File: config.mk
export PLATFORM = sky130hd
export DESIGN_NAME = uart_tx_fifo
export DESIGN_NICKNAME = d
export VERILOG_FILES = /design/src/rtl/uart_pkg.sv /design/src/rtl/uart_tx_fifo_mem.sv /design/src/rtl/uart_tx_fifo.sv
export SDC_FILE = /design/constraint.sdc
export NUM_CORES = 1
export LEC_CHECK = 0
export ABC_AREA = 0
export BUFFER_PORTS_ARGS = -buffer_cell sky130_fd_sc_hd__clkbuf_2
export CAP_MARGIN = 10
export CORE_ASPECT_RATIO = 0.7
export CORE_MARGIN = 5
export CORE_UTILIZATION = 45
export CTS_CLUSTER_SIZE = 16
export DETAILED_ROUTE_END_ITERATION = 10
export PLACE_DENSITY = 0.65
export SYNTH_ARGS = -nofsm -noshare
export SYNTH_HDL_FRONTEND = slang
export SYNTH_SLANG_ARGS = --single-unit
File: constraint.sdc
create_clock -name clk -period 6.8 [get_ports clk]
set_clock_uncertainty 0.2 [all_clocks]
set_input_delay 0.34 -clock clk [delete_from_list [all_inputs] [get_ports clk]]
set_output_delay 0.34 -clock clk [all_outputs]
set_load 0.005 [all_outputs]
File: src/rtl/uart_pkg.sv
// uart_pkg: shared UART definitions (issue FSM states, default baud divider).
package uart_pkg;
  typedef enum logic [1:0] {S_IDLE = 2'd0, S_ISSUE = 2'd1, S_WAIT = 2'd2, S_DRAIN = 2'd3} tx_state_e;
  localparam int BAUD_DIV = 27_000_000 / 115_200;
endpackage

File: src/rtl/uart_tx_fifo_mem.sv
// uart_tx_fifo_mem: DEPTH x 8 storage, synchronous write, asynchronous read.
module uart_tx_fifo_mem #(
  parameter int DEPTH = 16,
  localparam int ADDR_W = $clog2(DEPTH)
) (
  input  logic              clk,
  input  logic              we_i,
  input  logic [ADDR_W-1:0] waddr_i,
  input  logic [7:0]        wdata_i,
  input  logic [ADDR_W-1:0] raddr_i,
  output logic [7:0]        rdata_o
);
  logic [7:0] mem_q [DEPTH];
  always_ff @(posedge clk)
    if (we_i) mem_q[waddr_i] <= wdata_i;
  assign rdata_o = mem_q[raddr_i];
endmodule

File: src/rtl/uart_tx_fifo.sv
// uart_tx_fifo: byte FIFO feeding a UART transmitter over a ready/strobe handshake.
// Define UART_TX_FIFO_OVERFLOW_EN to add a sticky overflow output and a drop counter.
module uart_tx_fifo
  import uart_pkg::*;
#(
  parameter int DEPTH = 16,
  localparam int ADDR_W = $clog2(DEPTH)
) (
  input  logic            clk,
  input  logic            rst_n,
  input  logic            wr_en,
  input  logic [7:0]      wr_data,
  output logic            full,
  output logic            empty,
  output logic [ADDR_W:0] level,
  input  logic            tx_ready,
  output logic [7:0]      tx_data,
  output logic            tx_start
`ifdef UART_TX_FIFO_OVERFLOW_EN
  , output logic          overflow
`endif
);
  logic [ADDR_W:0] wr_ptr_q, rd_ptr_q;
  logic [7:0] tx_data_q, tx_data_d, rd_data;
  logic tx_start_q, tx_start_d, push, pop;
  tx_state_e state_q, state_d;
  assign empty = wr_ptr_q == rd_ptr_q;
  assign full = (wr_ptr_q[ADDR_W] != rd_ptr_q[ADDR_W]) && (wr_ptr_q[ADDR_W-1:0] == rd_ptr_q[ADDR_W-1:0]);
  assign level = wr_ptr_q - rd_ptr_q;
  assign push = wr_en && !full;
  assign tx_data = tx_data_q;
  assign tx_start = tx_start_q;
  uart_tx_fifo_mem #(.DEPTH(DEPTH)) u_mem (
    .clk     (clk),
    .we_i    (push),
    .waddr_i (wr_ptr_q[ADDR_W-1:0]),
    .wdata_i (wr_data),
    .raddr_i (rd_ptr_q[ADDR_W-1:0]),
    .rdata_o (rd_data)
  );
  // S_DRAIN seeing ready behaves exactly like S_IDLE so bytes go back to back
  always_comb begin
    pop = (state_q == S_IDLE || state_q == S_DRAIN) && tx_ready && !empty;
    tx_start_d = pop;
    tx_data_d = pop ? rd_data : tx_data_q;
    state_d = pop ? S_ISSUE :
              state_q == S_ISSUE ? S_WAIT :
              (state_q == S_WAIT && !tx_ready) ? S_DRAIN :
              (state_q == S_DRAIN && tx_ready) ? S_IDLE : state_q;
  end
  always_ff @(posedge clk or negedge rst_n)
    if (!rst_n) begin
      wr_ptr_q <= '0;
      rd_ptr_q <= '0;
      tx_data_q <= '0;
      tx_start_q <= 1'b0;
      state_q <= S_IDLE;
    end else begin
      wr_ptr_q <= wr_ptr_q + {{ADDR_W{1'b0}}, push};
      rd_ptr_q <= rd_ptr_q + {{ADDR_W{1'b0}}, pop};
      tx_data_q <= tx_data_d;
      tx_start_q <= tx_start_d;
      state_q <= state_d;
    end
`ifdef UART_TX_FIFO_OVERFLOW_EN
  logic overflow_q;
  logic [7:0] drop_cnt_q;
  assign overflow = overflow_q;
  always_ff @(posedge clk or negedge rst_n)
    if (!rst_n) begin
      overflow_q <= 1'b0;
      drop_cnt_q <= '0;
    end else if (wr_en && full) begin
      overflow_q <= 1'b1;
      drop_cnt_q <= drop_cnt_q + {7'd0, drop_cnt_q != 8'hFF};
    end
`endif
endmodule

# Yosys cells after proc, flatten, opt, wreduce, memory -nomap -nowiden
# Memories as Yosys holds them, arrays and structs flattened. A register that Yosys moved wholly into a read port is not among the register bits.
# Index checks and enable logic that the tools add are counted.
dict set report word_totals {
  romBits 0
  ram_bits 128
  ff_bits 13
  output_inout_bits 16
  latchBits 0
  memories 1
}
dict set report op_classes {
  n_reduce_logical 13
  n_mux 6
  div_mod_pow 0
  n_eq_ne 6
  magnitude_cmp 0
  addsub 3
  bitwise 0
  mul 0
  shifts 0
}
# memory depth word_bits rd rd_ports_with_merged_regs write_ports line
set mem_list {}
lappend mem_list {u_mem.mem_q 16 8 1 1 1 uart_tx_fifo_mem.sv:13} ;# logic [7:0] mem_q [DEPTH];
# operator n
set op_table {}
lappend op_table {{$add A5 B1 Y5} 2}
lappend op_table {{$mux W2} 4}
lappend op_table {{$logic_and A1 B1 Y1} 6}
lappend op_table {{$eq A5 B5 Y1} 1}
lappend op_table {{$sub A5 B5 Y5} 1}
lappend op_table {{$eq A2 B2 Y1 const B} 2}
lappend op_table {{$eq A4 B4 Y1} 1}
lappend op_table {{$logic_not A1 Y1} 4}
lappend op_table {{$reduce_bool A4 Y1} 1}
lappend op_table {{$eq A2 B1 Y1 const B} 1}
lappend op_table {{$logic_not A2 Y1} 1}
lappend op_table {{$mux W1} 2}
lappend op_table {{$logic_or A1 B1 Y1} 1}
lappend op_table {{$ne A1 B1 Y1} 1}

# Longest topological paths before layout
dict set report logic_depth {
  depth_word 6
  mapped_depth 12
}

# By module
# A second synthesis with hierarchy kept.
dict set report hier_totals {
  hier_cells 305
  hier_area_um2 6059.6
}
# module cells_each n_inst seq_area_each_um2 area_each_um2
set by_module_without_submodules {}
lappend by_module_without_submodules {uart_tx_fifo_mem 221 1 3843.7 4987.3}
lappend by_module_without_submodules {uart_tx_fifo 84 1 525.5 1072.3}

# Worst setup path after synthesis
# No wires, ideal clock.
dict set report synth_timing {
  path_type {reg2reg}
  from {register rd_ptr_q[2]}
  to {memory u_mem.mem_q[2][0], enable pin}
  path_slack_ps 3884
  t_required_ps 6217
  path_stages_with_launch 9
  path_buffers 2
  arrival_time_ps 2333
  path_cell_list {dfrtp_1 > clkbuf_8 > buf_2 > clkinv_1 > ha_1 > nand4_1 > o21a_1 > nand3_1 > nor3_1}
}
dict set report synth_via {
  elab_chain_len 6
}
# element line
set synth_lines {}
lappend synth_lines {{start, declared} uart_tx_fifo.sv:23} ;# logic [ADDR_W:0] wr_ptr_q, rd_ptr_q;
lappend synth_lines {{start signal, assigned} uart_tx_fifo.sv:60} ;# rd_ptr_q <= rd_ptr_q + {{ADDR_W{1'b0}}, pop};
lappend synth_lines {{$eq A4 B4 Y1} uart_tx_fifo.sv:28} ;# assign full = (wr_ptr_q[ADDR_W] != rd_ptr_q[ADDR_W]) && (wr_ptr_q[ADDR_W-1:0] == rd_ptr_q[ADDR_W-1:0]);
lappend synth_lines {{$logic_and A1 B1 Y1} uart_tx_fifo.sv:28}
lappend synth_lines {{$logic_not A1 Y1} uart_tx_fifo.sv:30} ;# assign push = wr_en && !full;
lappend synth_lines {{$logic_and A1 B1 Y1} uart_tx_fifo.sv:30}
lappend synth_lines {{$mux W1} uart_tx_fifo_mem.sv:15} ;# if (we_i) mem_q[waddr_i] <= wdata_i;
lappend synth_lines {{$mux W1 (implied by the code)} uart_tx_fifo_mem.sv:15}
lappend synth_lines {{end, declared} uart_tx_fifo_mem.sv:13}
# No other way between the ends.

# Worst setup path in the final report
dict set report layout_timing {
  from {register rd_ptr_q[2]}
  to {memory u_mem.mem_q[0][3], enable pin}
}
# The elaborated chain is that of the path after synthesis.

==> out/qor.csv <==
stage;metric;value;unit
clock_tree;H-tree levels;4;
critical_path;crit path buf inv count;2;
die;Die Height;107;um
synth;top post-synthesis cells by count;128 x edfxtp_1, 25 x nand2_1, 21 x dfrtp_1;
drt;drt total wl;12400;um
synth;Avg Inst Size Synth;18.6;sq um
timing;period utilization;0.531;
placement;placer's final routability congestion estimate;0.851;
critical_path;crit path from;rd_ptr_q[2]$_DFF_PN0_;
drt;via count;3020;
drt;DRC;0;
drt;Routed Antenna Nets;0;
clock_tree;setup bufs post-CTS;0;
synth;#FFs+latches synth;149;
clock_tree;clk slew on worst S/H paths;0.06;ns
timing;final hold vios;0;
final_layout;Filler cells;1052;
final_layout;FF+latch area;4370;sq um
timing;Worst-Margin Slew;1.14;ns
clock_tree;Inserted Clock Buffers;17;
power_and_ir_drop;PD cells;449;nW/um^2
critical_path;Stages on worst setup path;7;
synth;Mapped Area;6080;sq um
timing;setup TNS;0;ns
critical_path;Worst path slowest cell;nor3_1;
timing;worst hold slack;0.0494;ns
placement;post-DP HPWL;8150;um
synth;Yosys cell types;33;
clock_tree;post_cts resized;0;
final_layout;Final Util;0.526;
clock_tree;clk_lat worst skew;0.42;ns
die;Die W;149;um
power_and_ir_drop;peak supply drop;0.000211;V
die;Std-Cell Rows;35;
final_layout;multi-input logic area;1530;sq um
final_layout;P&R area growth vs syn;14.0;%
clock_tree;clock sink count;149;
critical_path;CP cell instances;buf_4 -> clkinv_1 -> ha_1 -> nand4_1 -> o21a_1 -> nand3_1 -> nor3_1;
synth;Synth top area share;0.632;
timing;count of final max-slew check failures;0;
run;MaxCap Viol Count;0;
placement;DP Worst Slack;3.22;ns
critical_path;WS Path Type;register to register;
die;I/O Pins;28;
synth;FFs w/ async S/R, synth;0.141;
drt;Vias/cell;5.36;
critical_path;required time worst endpoint;6.63;ns
drt;WL/cell;22.1;um
global_route;initial antenna violation count;0;
final_layout;layout cell share with drive strength beyond 1;0.222;
die;Die ar.;16000;sq um
critical_path;CP arrival;3.45;ns
synth;number of synthesized flops with an enable pin;128;
critical_path;Worst Setup End Kind;register;
hold_path;hold crit path type;input port to register;
final_layout;Nets;389;
final_layout;ANT cells;0;
global_route;total track usage;0.168;
critical_path;CP endpoint;u_mem.mem_q[0][3]$_DFFE_PP_;
placement;PortBufs;27;
synth;Mapped Nets;351;
synth;number of synthesis warnings;0;
clock_tree;Hold-fix buffers, CTS;1;
global_route;first-pass GRT wire length;19000;um
critical_path;Crit path max-delay family;simple AND/OR/NAND/NOR gates;
synth;most frequent cell after synthesis;edfxtp_1;
die;Core Region;13200;sq um
synth;Synth area leader;edfxtp_1;
drt;initial DRC count;232;
timing;Slew HR;0.237;
global_route;vias in the first global route;3067;
global_route;total global routing overflow;0;
timing;f_max;277;MHz
critical_path;reg2reg setup slack;3.19;ns
drt;first drt pass iteration count;4;
clock_tree;CTS tree;done;
critical_path;crit-path max cell delay;0.90;ns
timing;final worst slack;3.19;ns
critical_path;CP max FO;28;
critical_path;worst r2r src;rd_ptr_q[2]$_DFF_PN0_;
clock_tree;CTS root buffer;clkbuf_16;
synth;synthesized instance count;327;
timing;setup violators final;0;
critical_path;CP startpoint kind;register;
power_and_ir_drop;Leakage Power;2.47;nW
timing;Final min period;3.61;ns
synth;Synth area leaders;edfxtp_1 63%, dfrtp_1 8.6%, mux4_2 6.7%, mux4_1 6.0%, ha_1 2.3%;
run_status;outcome;finished, final reports clean;
clock_tree;Max Buffers Root-to-Sink;2;
synth;top_reg_cell synth;edfxtp_1;
die;Starting Density;0.461;
global_route;largest net degree at the start of global routing;35;
synth;sequential share of the synthesized area;0.718;
critical_path;r2r worst-path depth;7;
timing;RSZ-0062 raised after global routing;false;
critical_path;worst r2r dst;u_mem.mem_q[0][3]$_DFFE_PP_;
[report_power, final]
group	total (W)	internal (W)	switching, W
Sequential	0.00122	0.00114	0.0000842
Clock	0.000913	0.000542	0.000371
Combinational	0.000980	0.000423	0.000557
Total	0.00311	0.00210	0.00101
[cells by family after synthesis]
group,share of synthesized area
simple gates,0.0467
fa+ha+maj,0.0259
mux,0.130
flops,0.718
xor+xnor,0.0158
compound gates,0.0323
buf+inv,0.0304
[worst reg2reg max path, delay by kind of cell (launching register included)]
family	cells	cell delay, ns
AND/OR/NAND/NOR	3	1.29
buffers and inverters	2	0.69
flip-flops	1	0.32
AO/OA/AOI/OAI	1	0.30
adder cells (fa/ha/maj)	1	0.44
[stage by stage]
step	total power [W]	instance area, sq um	instances
after detailed placement	0.00223	6350	530
after global routing	0.00329	6940	563
after CTS	0.00314	6940	563
after global placement	0.00221	6350	530
after floorplan	0.00194	6080	327
final	0.00311	6940	563
[layer usage]
layer  part of all wire  vias up  global-route usage
li1                   -     1375                   -
met1               0.47     1513               0.262
met4              0.011        0              0.0431
met5                  0        -                   0
met2               0.42      122               0.223
met3              0.093       10              0.0610
[state kept, by name, indices dropped and copies added (netlist names)]
name         count
tx_start         1
rd_ptr_q         5
tx_data          8
state_q          2
wr_ptr_q         5
u_mem.mem_q    128
[worst min path at each step]
| stage | startpoint | to | slack (ns) | depth (start not counted) |
|---|---|---|---|---|
| CTS | tx_ready | state_q[0]$_DFFE_PN0P_ | 0.04 | 3 |
| global route | tx_ready | state_q[0]$_DFFE_PN0P_ | 0.12 | 3 |
| floorplan | rst_n | rd_ptr_q[0]$_DFF_PN0_ | -0.16 | 0 |
| detailed placement | rst_n | tx_data[6]$_DFFE_PN0P_ | 0.15 | 1 |
| global placement | rst_n | tx_data[6]$_DFFE_PN0P_ | 0.15 | 1 |
| finish | tx_ready | state_q[0]$_DFFE_PN0P_ | 0.05 | 3 |
[layout make-up]
class,count,area share
Clock buffer,17,0.0613
Tap cell,185,0.0334
Timing Repair Buffer,33,0.0263
Multi-Input combinational cell,152,0.220
Inverter,12,0.00649
Sequential cell,149,0.630
Clock inverter,15,0.0220
[placed cells by master, fill, tap and decap left out, types with 2 or more instances in the layout]
cell type   Yosys  final
clkinv_1        2      4
clkbuf_16       0     17
dfrtp_1        21     20
edfxtp_1      128    128
inv_6           0      5
bufinv_16       0      2
mux2i_1         2      2
nand2b_1        2      2
nand3_1        14     14
xnor2_1         8      8
nor3_1          4      4
nand2_1        25     25
nor2_1         20     20
clkinv_2        0      2
inv_1           9      9
clkinvlp_4      0      3
ha_1           11     11
a22o_1          8      8
mux4_2         18     18
a31oi_1         6      6
o21ai_0         4      4
mux4_1         14     14
a21o_1          2      2
a21oi_1         5      5
buf_4           0      5
clkbuf_2        0     27
xor2_1          3      3
Power figures use the tool's default switching activity.
